$ cat src/rtl/reaction_capture_if.sv
// Bundle of control inputs and result outputs for the reaction-time capture block.
interface reaction_capture_if;
    logic        ms_tick;
    logic        start;
    logic        button;
    logic [6:0]  delay_seed;
    logic        led;
    logic        busy;
    logic [13:0] reaction_ms;
    logic        result_valid;
    logic        false_start;
    logic        timeout;
    logic [13:0] best_ms;

    modport master (
        output ms_tick, start, button, delay_seed,
        input  led, busy, reaction_ms, result_valid, false_start, timeout, best_ms
    );

    modport slave (
        input  ms_tick, start, button, delay_seed,
        output led, busy, reaction_ms, result_valid, false_start, timeout, best_ms
    );
endinterface

$ cat src/rtl/reaction_capture.sv
// Reaction timer: random wait, lights led, measures ms to button press; best time under REACTION_CAPTURE_BEST_EN.
// Latency: press acted on <=3 clk after raw button rise; result_valid one clk after the deciding edge.
// Backpressure: none; start is ignored while busy, results are pulses with no handshake.
module reaction_capture #(
    parameter int MIN_WAIT_MS  = 1000,
    parameter int WAIT_STEP_MS = 16,
    parameter int MAX_MS       = 9999
) (
    input  logic              clk,
    input  logic              rst_n,
    reaction_capture_if.slave bus
);

    typedef enum logic [2:0] {IDLE, WAIT, STIM, DONE, FAULT} state_t;

    state_t      state;
    logic [15:0] wait_cnt;
    logic [13:0] rt_cnt;
    logic        btn_s1, btn_s2, btn_prev;
    logic        led;
    logic        result_valid;
    logic        false_start;
    logic        timeout;
    logic [13:0] reaction_ms;
    logic        press;
    logic [15:0] wait_load;

    assign press     = btn_s2 & ~btn_prev;
    assign wait_load = 16'(MIN_WAIT_MS) + 16'(bus.delay_seed) * 16'(WAIT_STEP_MS);

`ifdef REACTION_CAPTURE_BEST_EN
    logic [13:0] best_ms;
`endif

    always_ff @(posedge clk or negedge rst_n) begin
        if (!rst_n) begin
            state        <= IDLE;
            wait_cnt     <= '0;
            rt_cnt       <= '0;
            btn_s1       <= 1'b0;
            btn_s2       <= 1'b0;
            btn_prev     <= 1'b0;
            led          <= 1'b0;
            result_valid <= 1'b0;
            false_start  <= 1'b0;
            timeout      <= 1'b0;
            reaction_ms  <= '0;
`ifdef REACTION_CAPTURE_BEST_EN
            best_ms      <= 14'(MAX_MS);
`endif
        end else begin
            btn_s1       <= bus.button;
            btn_s2       <= btn_s1;
            btn_prev     <= btn_s2;
            result_valid <= 1'b0;
            case (state)
                IDLE, DONE, FAULT: begin
                    if (bus.start) begin
                        wait_cnt    <= wait_load;
                        false_start <= 1'b0;
                        timeout     <= 1'b0;
                        state       <= WAIT;
                    end
                end
                WAIT: begin
                    // A press on the final tick still counts as anticipating the stimulus.
                    if (press) begin
                        false_start <= 1'b1;
                        state       <= FAULT;
                    end else if (bus.ms_tick) begin
                        wait_cnt <= wait_cnt - 16'd1;
                        if (wait_cnt <= 16'd1) begin
                            led    <= 1'b1;
                            rt_cnt <= '0;
                            state  <= STIM;
                        end
                    end
                end
                STIM: begin
                    if (press) begin
                        reaction_ms  <= rt_cnt;
                        result_valid <= 1'b1;
                        led          <= 1'b0;
                        state        <= DONE;
`ifdef REACTION_CAPTURE_BEST_EN
                        if (rt_cnt < best_ms)
                            best_ms <= rt_cnt;
`endif
                    end else if (bus.ms_tick) begin
                        if (rt_cnt == 14'(MAX_MS - 1)) begin
                            rt_cnt       <= 14'(MAX_MS);
                            reaction_ms  <= 14'(MAX_MS);
                            timeout      <= 1'b1;
                            result_valid <= 1'b1;
                            led          <= 1'b0;
                            state        <= DONE;
                        end else begin
                            rt_cnt <= rt_cnt + 14'd1;
                        end
                    end
                end
                default: state <= IDLE;
            endcase
        end
    end

    assign bus.led          = led;
    assign bus.busy         = (state == WAIT) || (state == STIM);
    assign bus.reaction_ms  = reaction_ms;
    assign bus.result_valid = result_valid;
    assign bus.false_start  = false_start;
    assign bus.timeout      = timeout;
`ifdef REACTION_CAPTURE_BEST_EN
    assign bus.best_ms      = best_ms;
`else
    assign bus.best_ms      = 14'(MAX_MS);
`endif

endmodule

$ cat src/flat_wrapper.sv
// flat-port wrapper written by rule: the top's interface ports become plain ports
module reaction_capture_flat 
#(
    parameter int MIN_WAIT_MS  = 1000,
    parameter int WAIT_STEP_MS = 16,
    parameter int MAX_MS       = 9999
)
  (clk, rst_n, bus_ms_tick, bus_start, bus_button, bus_delay_seed, bus_led, bus_busy, bus_reaction_ms, bus_result_valid, bus_false_start, bus_timeout, bus_best_ms);
  reaction_capture_if bus_i ();
  input  logic clk;
  input  logic rst_n;
  input wire logic [$bits(bus_i.ms_tick)-1:0] bus_ms_tick;
  input wire logic [$bits(bus_i.start)-1:0] bus_start;
  input wire logic [$bits(bus_i.button)-1:0] bus_button;
  input wire logic [$bits(bus_i.delay_seed)-1:0] bus_delay_seed;
  output wire logic [$bits(bus_i.led)-1:0] bus_led;
  output wire logic [$bits(bus_i.busy)-1:0] bus_busy;
  output wire logic [$bits(bus_i.reaction_ms)-1:0] bus_reaction_ms;
  output wire logic [$bits(bus_i.result_valid)-1:0] bus_result_valid;
  output wire logic [$bits(bus_i.false_start)-1:0] bus_false_start;
  output wire logic [$bits(bus_i.timeout)-1:0] bus_timeout;
  output wire logic [$bits(bus_i.best_ms)-1:0] bus_best_ms;
  assign bus_i.ms_tick = bus_ms_tick;
  assign bus_i.start = bus_start;
  assign bus_i.button = bus_button;
  assign bus_i.delay_seed = bus_delay_seed;
  assign bus_led = bus_i.led;
  assign bus_busy = bus_i.busy;
  assign bus_reaction_ms = bus_i.reaction_ms;
  assign bus_result_valid = bus_i.result_valid;
  assign bus_false_start = bus_i.false_start;
  assign bus_timeout = bus_i.timeout;
  assign bus_best_ms = bus_i.best_ms;
  reaction_capture #(.MIN_WAIT_MS(MIN_WAIT_MS), .WAIT_STEP_MS(WAIT_STEP_MS), .MAX_MS(MAX_MS)) u_core (.clk(clk), .rst_n(rst_n), .bus(bus_i));
endmodule
$ cat config.mk
export PLATFORM = sky130hd
export DESIGN_NAME = reaction_capture_flat
export DESIGN_NICKNAME = d
export VERILOG_FILES = /design/src/rtl/reaction_capture_if.sv /design/src/rtl/reaction_capture.sv /design/src/flat_wrapper.sv
export SDC_FILE = /design/constraint.sdc
export NUM_CORES = 1
export LEC_CHECK = 0
export CORE_UTILIZATION = 42
export CTS_BUF_LIST = sky130_fd_sc_hd__clkbuf_2 sky130_fd_sc_hd__clkbuf_4 sky130_fd_sc_hd__clkbuf_8
export DETAILED_ROUTE_END_ITERATION = 8
export GPL_TIMING_DRIVEN = 0
export REMOVE_ABC_BUFFERS = 1
export SETUP_SLACK_MARGIN = 0.5
export SYNTH_ARGS = -nofsm -noshare
export SYNTH_HDL_FRONTEND = slang
export SYNTH_SLANG_ARGS = --single-unit
$ cat constraint.sdc
create_clock -name clk -period 2.3 [get_ports clk]
set_clock_uncertainty 0.2 [all_clocks]
set_input_delay 0.46 -clock clk [delete_from_list [all_inputs] [get_ports clk]]
set_output_delay 0.46 -clock clk [all_outputs]
set_load 0.01 [all_outputs]
Word-level counts from Yosys, hierarchy flattened. Cells that the tools add are included.

Bits in registers: 54. Input bits: 12. Output and inout port bits: 33.

Add/sub/neg operators: 3. Magnitude comparators: 1. Eq/ne operators: 17. Mux-type cells: 40. Bitwise gates (word level): 2. Reductions and logical operators: 15.

Operators by type and width (count): 2-to-1 mux 14 bit (9); 2-to-1 mux 16 bit (3); one-hot mux 16 bit (2 select lines) (1); one-hot mux 14 bit (2 select lines) (1); 2-to-1 mux 3 bit (7); less-or-equal comparator 16 x 1 -> 1 bit (second input constant) (1); subtractor 16 x 1 -> 16 bit (second input constant) (1); 2-to-1 mux 1 bit (15); adder 14 x 1 -> 14 bit (second input constant) (1); == test 14 bit (second input constant) (1); adder 10 x 11 -> 12 bit (first input constant) (1); AND reduction 6 bit (2); inequality test 2 bit (second input constant) (5); AND reduction 5 bit (2); nonzero test 2 bit (5); one-hot mux 3 bit (3 select lines) (1); == test 3 x 2 -> 1 bit (second input constant) (2); inequality test 2 x 1 -> 1 bit (second input constant) (3); inequality test 3 x 1 -> 1 bit (second input constant) (2); inequality test 3 x 2 -> 1 bit (second input constant) (2); one-hot mux 1 bit (2 select lines) (3); AND reduction 3 bit (2); AND reduction 4 bit (1); == test 3 x 1 -> 1 bit (second input constant) (1); other kinds (6) (6).

Depth between registers and ports, before layout. Gate-level depths: netlist of run 1.

Word-level depth: 5. Mapped depth: 9.

Worst setup path after synthesis of run 1. No wires, ideal clock.

Path type: register to register. Start point: register u_core.wait_cnt[7]. End point: register u_core.rt_cnt[4]. Arrival time: 1779 ps. Required time: 1972 ps. Setup slack: 194 ps. Cell stages (with the launch flop): 7. Path buffers: 1. Cell sequence: dfrtp_1 -> or4_4 -> nor4_4 -> a31oi_4 -> buf_6 -> o21ai_1 -> o31ai_1.

Cells in the longest elaborated chain, start to end: 3.

RTL lines: start: declaration (RTL line reaction_capture.sv:17) `logic [15:0] wait_cnt;`; start signal: assignment (RTL line reaction_capture.sv:59) `wait_cnt <= wait_load;`; start signal: assignment (RTL line reaction_capture.sv:71) `wait_cnt <= wait_cnt - 16'd1;`; less-or-equal comparator 16 x 1 -> 1 bit (RTL line reaction_capture.sv:72) `if (wait_cnt <= 16'd1) begin`; inequality test 2 x 1 -> 1 bit (no line); AND reduction 6 bit (no line); end signal: assignment (RTL line reaction_capture.sv:91) `rt_cnt <= 14'(MAX_MS);`; end signal: assignment (RTL line reaction_capture.sv:98) `rt_cnt <= rt_cnt + 14'd1;`; end: declaration (RTL line reaction_capture.sv:18) `logic [13:0] rt_cnt;`.

No other way between the ends. A chain may end at the register's enable or synchronous reset.

Worst setup path after layout of run 1.
Start point: register u_core.wait_cnt[2]. End point: register u_core.rt_cnt[4].

Same word-level chain as after synthesis.

==> results of run 1 <==
[metrics by stage]
step	setup WS [ns]	hold slack, ns	instances	area (µm²)	util, %
final	0.128	0.170	473	4060	60.1
after floorplan	0.0242	-0.0356	300	2810	-
after CTS	0.158	0.176	450	3720	55.0
after global placement	-1.16	0.134	410	3210	47.5
after detailed placement	-0.956	0.152	411	3220	47.7
after global routing	0.0483	0.185	473	4060	60.1
[power by group through the flow]
| stage | logic [µW] | clock network [µW] | registers (µW) |
|---|---|---|---|
| floorplan | 927 | 0 | 1570 |
| global placement | 1450 | 0 | 1590 |
| detailed placement | 1470 | 0 | 1600 |
| CTS | 1860 | 602 | 1560 |
| global route | 2590 | 647 | 1630 |
| finish | 2380 | 610 | 1580 |
[worst max-delay path: stages, from the launching register on]
cell     delay (ns)
dfrtp_2        0.47
or3_1          0.43
nor4_4         0.29
buf_4          0.19
a31oi_4        0.17
o21ai_1        0.19
o31ai_1        0.11
[state kept, by name, indices dropped and copies added (netlist names)]
register,flops
u_core.wait_cnt,16
u_core.bus.reaction_ms,14
u_core.rt_cnt,14
u_core.state,3
u_core.btn_prev,1
u_core.btn_s1,1
u_core.btn_s2,1
u_core.bus.false_start,1
u_core.bus.led,1
u_core.bus.result_valid,1
u_core.bus.timeout,1
[routing by layer]
metal	vias to the layer above	routed length (µm)	track usage (%)
met5	-	0	0
met4	0	133	7.58
met3	14	280	3.56
met2	60	3790	34.8
met1	1286	3550	27.9
li1	1261	-	-
[kinds of logic after synthesis]
family / count (synthesis) / synth area share (%)
and+or+nand+nor: 124 / 22.4
AOI/OAI and AO/OA: 83 / 18.8
DFF: 54 / 46.1
buffers and inverters: 37 / 6.95
xor gates and xnor gates: 9 / 2.69
adders and majority gates: 5 / 2.13
other: 2 / 0.256
muxes: 2 / 0.725
[final cells by class]
class	count	area [µm²]
inverter	9	38.8
timing repair inverter	1	6.26
clock inverter	2	16.3
timing repair buffer	82	729
fill	600	2700
clock buffer	6	82.6
tap	80	100
sequential	54	1360
multi-input combinational	239	1720
[cells in the final DEF, fill, tap and decap left out, drive strengths merged, types with 4 or more instances in the layout]
cell,synthesis,final
dfrtp,54,54
buf,20,53
nor2,35,36
o21ai,27,27
nand2,22,22
dlygate4sd2,0,19
a21oi,17,17
conb,2,14
nor3,13,13
nand3,12,12
inv,9,11
a22o,9,9
clkdlybuf4s50,0,9
nand2b,9,9
o22a,8,8
a31oi,6,7
xor2,6,6
clkbuf,8,6
nor4,6,6
or3,5,5
nand4,5,5
ha,5,5
o31ai,4,4
[repair_timing]
item / in CTS / in global routing
buffers inserted: 27 / 23
hold buffers: 1 / 0
pin swaps: 27 / 26
endpoints found under the setup margin: 68 / 48
hold endpoints to repair: 18 / 0
cloned: 3 / 0
gates resized for setup: 79 / 35
[worst min-delay path by stage]
stage | startpoint | to | slack (ns) | cells after the start
6_report | u_core.btn_s1$_DFF_PN0_ | u_core.btn_s2$_DFF_PN0_ | 0.17 | 0
5_1_grt | u_core.btn_s1$_DFF_PN0_ | u_core.btn_s2$_DFF_PN0_ | 0.18 | 0
4_1_cts | u_core.btn_s1$_DFF_PN0_ | u_core.btn_s2$_DFF_PN0_ | 0.18 | 0
3_5_place_dp | u_core.btn_s1$_DFF_PN0_ | u_core.btn_s2$_DFF_PN0_ | 0.15 | 0
3_3_place_gp | u_core.btn_s1$_DFF_PN0_ | u_core.btn_s2$_DFF_PN0_ | 0.13 | 0
2_1_floorplan | rst_n | u_core.btn_prev$_DFF_PN0_ | -0.04 | 0
==> flow_metrics.env, run 1 <==
export IMPL_status="finished clean"
export IMPL_setup_viol=0
export IMPL_ant_nets=0
export IMPL_p_int_uw=2750
export IMPL_start_util_pct=43.4
export IMPL_cp_end_kind="flip-flop"
export IMPL_drt_iter0_drc=238
export IMPL_p_leak_uw=0.00179
export IMPL_synth_enable_flop_cells=0
export IMPL_numPortBuffers=30
export IMPL_synth_distinct_cells=55
export IMPL_arrival_ns=2.18
export IMPL_yosysMostFrequentCell="dfrtp_1"
export IMPL_dieArea_um2=7320
export IMPL_n_antenna_cell=0
export IMPL_clk_path_buf_depth=2
export IMPL_r2r_end="u_core.rt_cnt[4]$_DFFE_PN0P_"
export IMPL_nets=409
export IMPL_slew_viol_final=0
export IMPL_rows=30
export IMPL_cp_start_kind="flip-flop"
export IMPL_synth_commonest_cells="dfrtp_1 (54), nor2_1 (35), nand2_1 (22), o21ai_0 (21), a21oi_1 (17)"
export IMPL_synth_flop_cell="dfrtp_1"
export IMPL_io_pins=45
export IMPL_clock_sinks=54
export IMPL_syn_area_um2=2930
export IMPL_rr_startpoint="u_core.wait_cnt[2]$_DFFE_PN0P_"
export IMPL_drt_total_wl_um=7760
export IMPL_grtUsageTotal_pct=21.0
export IMPL_async_flop_share_pct=100
export IMPL_synth_area_top_cells="dfrtp_1 (46%), nor2_1 (4.5%), buf_4 (3.6%)"
export IMPL_ir_drop_mv=0.559
export IMPL_ctsRootBufferMaster="clkbuf_8"
export IMPL_drc=0
export IMPL_grt_max_degree=37
export IMPL_drt_pass1_iterations=5
export IMPL_p_sw_uw=1830
export IMPL_synth_largest_area_cell="dfrtp_1"
export IMPL_die_w_um=85.6
export IMPL_rrSetupSlack_ns=0.13
export IMPL_place_gp_congestion=0.780
export IMPL_synth_seq_cells=54
export IMPL_place_hpwl_um=4290
export IMPL_seqPwrFrac_pct=34.6
export IMPL_power_frac_clock_pct=13.3
export IMPL_min_period_ns=2.17
export IMPL_power_density_nw_per_um2=1130
export IMPL_pwr_share_comb_pct=52.1
export IMPL_hold_path_class="reg2reg"
export IMPL_cp_startpoint="u_core.wait_cnt[2]$_DFFE_PN0P_"
export IMPL_via_per_inst=5.54
export IMPL_synth_top_area_share_pct=46.1
export IMPL_finalHoldViolCount=0
export IMPL_h_tree_depth=2
export IMPL_area_delta_synth_final_pct=38.3
export IMPL_crit_path_max_fanout=8
export IMPL_min_period_over_period_pct=94.4
export IMPL_fin_tns_setup_ns=0
export IMPL_yosysSeqAreaShare_pct=46.1
export IMPL_grt_setup_unrepaired="true"
export IMPL_grt_pass1_wl_um=12000
export IMPL_core_area_um2=6760
export IMPL_grt_pass1_vias=2397
export IMPL_drive_above_1_share_pct=31.0
export IMPL_path_class="reg2reg"
export IMPL_maxCapViolations=0
export IMPL_cts_made_buffers=5
export IMPL_crit_path_end="u_core.rt_cnt[4]$_DFFE_PN0P_"
export IMPL_fmax_mhz=460
export IMPL_vias=2621
export IMPL_grt_ovfl_total=0
export IMPL_cts_tree="yes"
export IMPL_power_uw=4580
export IMPL_required_ns=2.30
export IMPL_worst_r2r_cell_count=6
export IMPL_synthCells=316
export IMPL_synth_warnings=0
export IMPL_switching_share_pct=40.0
export IMPL_clk_latency_ns=0.32
export IMPL_cts_clk_slew_worst_paths_ns=0.11
export IMPL_syn_mean_instance_area_um2=9.29
export IMPL_die_y_um=85.6
export IMPL_wl_per_cell_um=16.4
export IMPL_antenna_found_initial=0
Power figures use the tool's default switching activity.
==> run 2, diff against run 1 <==
CELL_PAD_IN_SITES_DETAIL_PLACEMENT = 0   (was default)
CELL_PAD_IN_SITES_GLOBAL_PLACEMENT = 1   (was default)
PLACE_DENSITY_LB_ADDON = 0.1   (was default)
==> run 2 against run 1 <==
Via count grew 0.31%. Fmax grew 5.4%. Die area is the same. Largest cell class unchanged. Highest routed layer unchanged.
==> flow_metrics.env, run 2 (synthesis gave the netlist of run 1 again) <==
export IMPL_crit_path_max_fanout=8
export IMPL_relSlewSlack_pct=59.1
export IMPL_placedInstanceArea_um2=3220
export IMPL_grt_pass1_vias=2435
export IMPL_n_fill_cell=602
export IMPL_grtUsageTotal_pct=22.1
export IMPL_area_delta_synth_final_pct=40.7
export IMPL_min_period_over_period_pct=89.6
export IMPL_maxCapViolations=0
export IMPL_antenna_found_initial=0
export IMPL_p_sw_uw=1840
export IMPL_drt_iter0_drc=173
export IMPL_ir_drop_mv=0.556
export IMPL_cts_tree="yes"
export IMPL_numPortBuffers=30
export IMPL_grt_setup_unrepaired="true"
export IMPL_top_regs="u_core.wait_cnt (16), u_core.bus.reaction_ms (14), u_core.rt_cnt (14)"
export IMPL_clock_sinks=54
export IMPL_setup_ws_ns=0.239
export IMPL_p_int_uw=2870
export IMPL_mostFrequentLayoutCell="dfrtp_1"
export IMPL_dieArea_um2=7320
export IMPL_power_frac_clock_pct=14.0
export IMPL_cpMaxStageDelayCell="or4_4"
export IMPL_grt_ovfl_total=0
export IMPL_wl_per_cell_um=16.3
export IMPL_power_density_nw_per_um2=1140
export IMPL_critPathBufInv=1
export IMPL_post_place_ws_ns=-1.03
export IMPL_nets=407
export IMPL_largest_reg_flops=16
export IMPL_start_util_pct=43.4
export IMPL_cts_made_buffers=5
export IMPL_top_register="u_core.wait_cnt"
export IMPL_final_area_um2=4130
export IMPL_finalHoldViolCount=0
export IMPL_core_area_um2=6760
export IMPL_cts_clk_slew_worst_paths_ns=0.10
export IMPL_drt_pass1_iterations=4
export IMPL_status="finished clean"
export IMPL_cp_start_kind="flip-flop"
export IMPL_die_w_um=85.6
export IMPL_min_period_ns=2.06
export IMPL_place_gp_congestion=0.762
export IMPL_required_ns=2.30
export IMPL_final_core_util_pct=61.1
export IMPL_drt_total_wl_um=7680
export IMPL_rrSetupSlack_ns=0.24
export IMPL_io_pins=45
export IMPL_place_hpwl_um=4410
export IMPL_path_delay_family="simple AND/OR/NAND/NOR gates"
export IMPL_hold_path_class="reg2reg"
export IMPL_cp_end_kind="flip-flop"
export IMPL_pwr_share_comb_pct=52.6
export IMPL_clk_path_buf_depth=2
export IMPL_slowest_delay_ns=0.57
export IMPL_power_uw=4710
export IMPL_seqPwrFrac_pct=33.4
export IMPL_layout_common_cells="dfrtp_1 (45), buf_4 (35), nor2_1 (30)"
export IMPL_grt_pass1_wl_um=12600
export IMPL_switching_share_pct=39.0
export IMPL_path_class="reg2reg"
export IMPL_grt_max_degree=31
export IMPL_vias=2629
export IMPL_ant_nets=0
export IMPL_clk_latency_ns=0.32
export IMPL_slew_viol_final=0
export IMPL_cp_cell_sequence="or4_4 -> nor4_4 -> buf_6 -> a31oi_4 -> o21ai_1 -> o31ai_1"
export IMPL_drive_above_1_share_pct=33.1
export IMPL_via_per_inst=5.59
export IMPL_setup_viol=0
export IMPL_fmax_mhz=485
export IMPL_worstMarginPinSlew_ns=0.614
export IMPL_n_antenna_cell=0
export IMPL_arrival_ns=2.06
export IMPL_ctsRootBufferMaster="clkbuf_8"
export IMPL_p_leak_uw=0.00181
export IMPL_h_tree_depth=2
export IMPL_drc=0
export IMPL_die_y_um=85.6
export IMPL_rows=30
-- run 2: what timing repair did --
action                                  in CTS  in global routing
gates resized for setup                    106                 26
hold endpoints to repair                    24                  0
hold buffers                                 1                  0
setup buffers                               40                  9
endpoints found under the setup margin      69                 49
gates cloned                                 2                  0
pin swaps                                   26                 30
-- run 2: worst paths after layout --
check	startpoint	end	cells after the start
setup / recovery	u_core.wait_cnt[6]$_DFFE_PN0P_	u_core.rt_cnt[4]$_DFFE_PN0P_	6
hold / removal	u_core.btn_s1$_DFF_PN0_	u_core.btn_s2$_DFF_PN0_	0
setup reg to reg	u_core.wait_cnt[6]$_DFFE_PN0P_	u_core.rt_cnt[4]$_DFFE_PN0P_	6
hold reg to reg	u_core.btn_s1$_DFF_PN0_	u_core.btn_s2$_DFF_PN0_	0
max in group asynchronous	rst_n	u_core.rt_cnt[1]$_DFFE_PN0P_	3
min in group asynchronous	rst_n	u_core.bus.reaction_ms[5]$_DFFE_PN0P_	2
-- run 2: worst register-to-register path: stages, from the launching register on --
cell	delay, ns
dfrtp_1	0.40
or4_4	0.57
nor4_4	0.17
buf_6	0.17
a31oi_4	0.17
o21ai_1	0.17
o31ai_1	0.09
-- run 2: power by group through the flow --
stage / combinational (µW) / clock (µW) / sequential (µW)
CTS: 2200 / 671 / 1550
global route: 2680 / 707 / 1610
finish: 2480 / 661 / 1570
detailed placement: 1480 / 0 / 1600
global placement: 1460 / 0 / 1600
floorplan: 927 / 0 / 1570
-- run 2: layout make-up --
type                       instances  area [µm²]  share of cell area (%)
tap                               80         100                    2.42
multi-input combinational        238        1760                    42.6
sequential                        54        1360                    33.0
clock inverter                     1        30.0                   0.727
inverter                           9        41.3                    1.00
timing repair inverter             1        8.76                   0.212
timing repair buffer              81         744                    18.0
clock buffer                       6        82.6                    2.00
-- run 2: per-stage QoR --
step / TNS, ns / hold slack [ns] / instances
final: 0 / 0.154 / 470
after global routing: 0 / 0.173 / 470
after CTS: 0 / 0.157 / 461
after detailed placement: -16.86 / 0.136 / 411
after global placement: -80.65 / 0.133 / 410
after floorplan: 0 / -0.0356 / 300
-- run 2: per-layer routing --
metal | wire length [µm] | up-vias | GRT usage (%)
met5 | 0 | - | 0
met4 | 102 | 0 | 5.76
met3 | 322 | 9 | 4.72
met2 | 3390 | 68 | 32.1
met1 | 3860 | 1295 | 33.3
li1 | - | 1257 | -
==> run 3, diff against run 2 <==
CTS_BUF_LIST = sky130_fd_sc_hd__clkbuf_4 sky130_fd_sc_hd__clkbuf_8   (was sky130_fd_sc_hd__clkbuf_2 sky130_fd_sc_hd__clkbuf_4 sky130_fd_sc_hd__clkbuf_8)
==> results of run 3 <==
No change in the layout: final DEF, timing and power equal those of run 2.
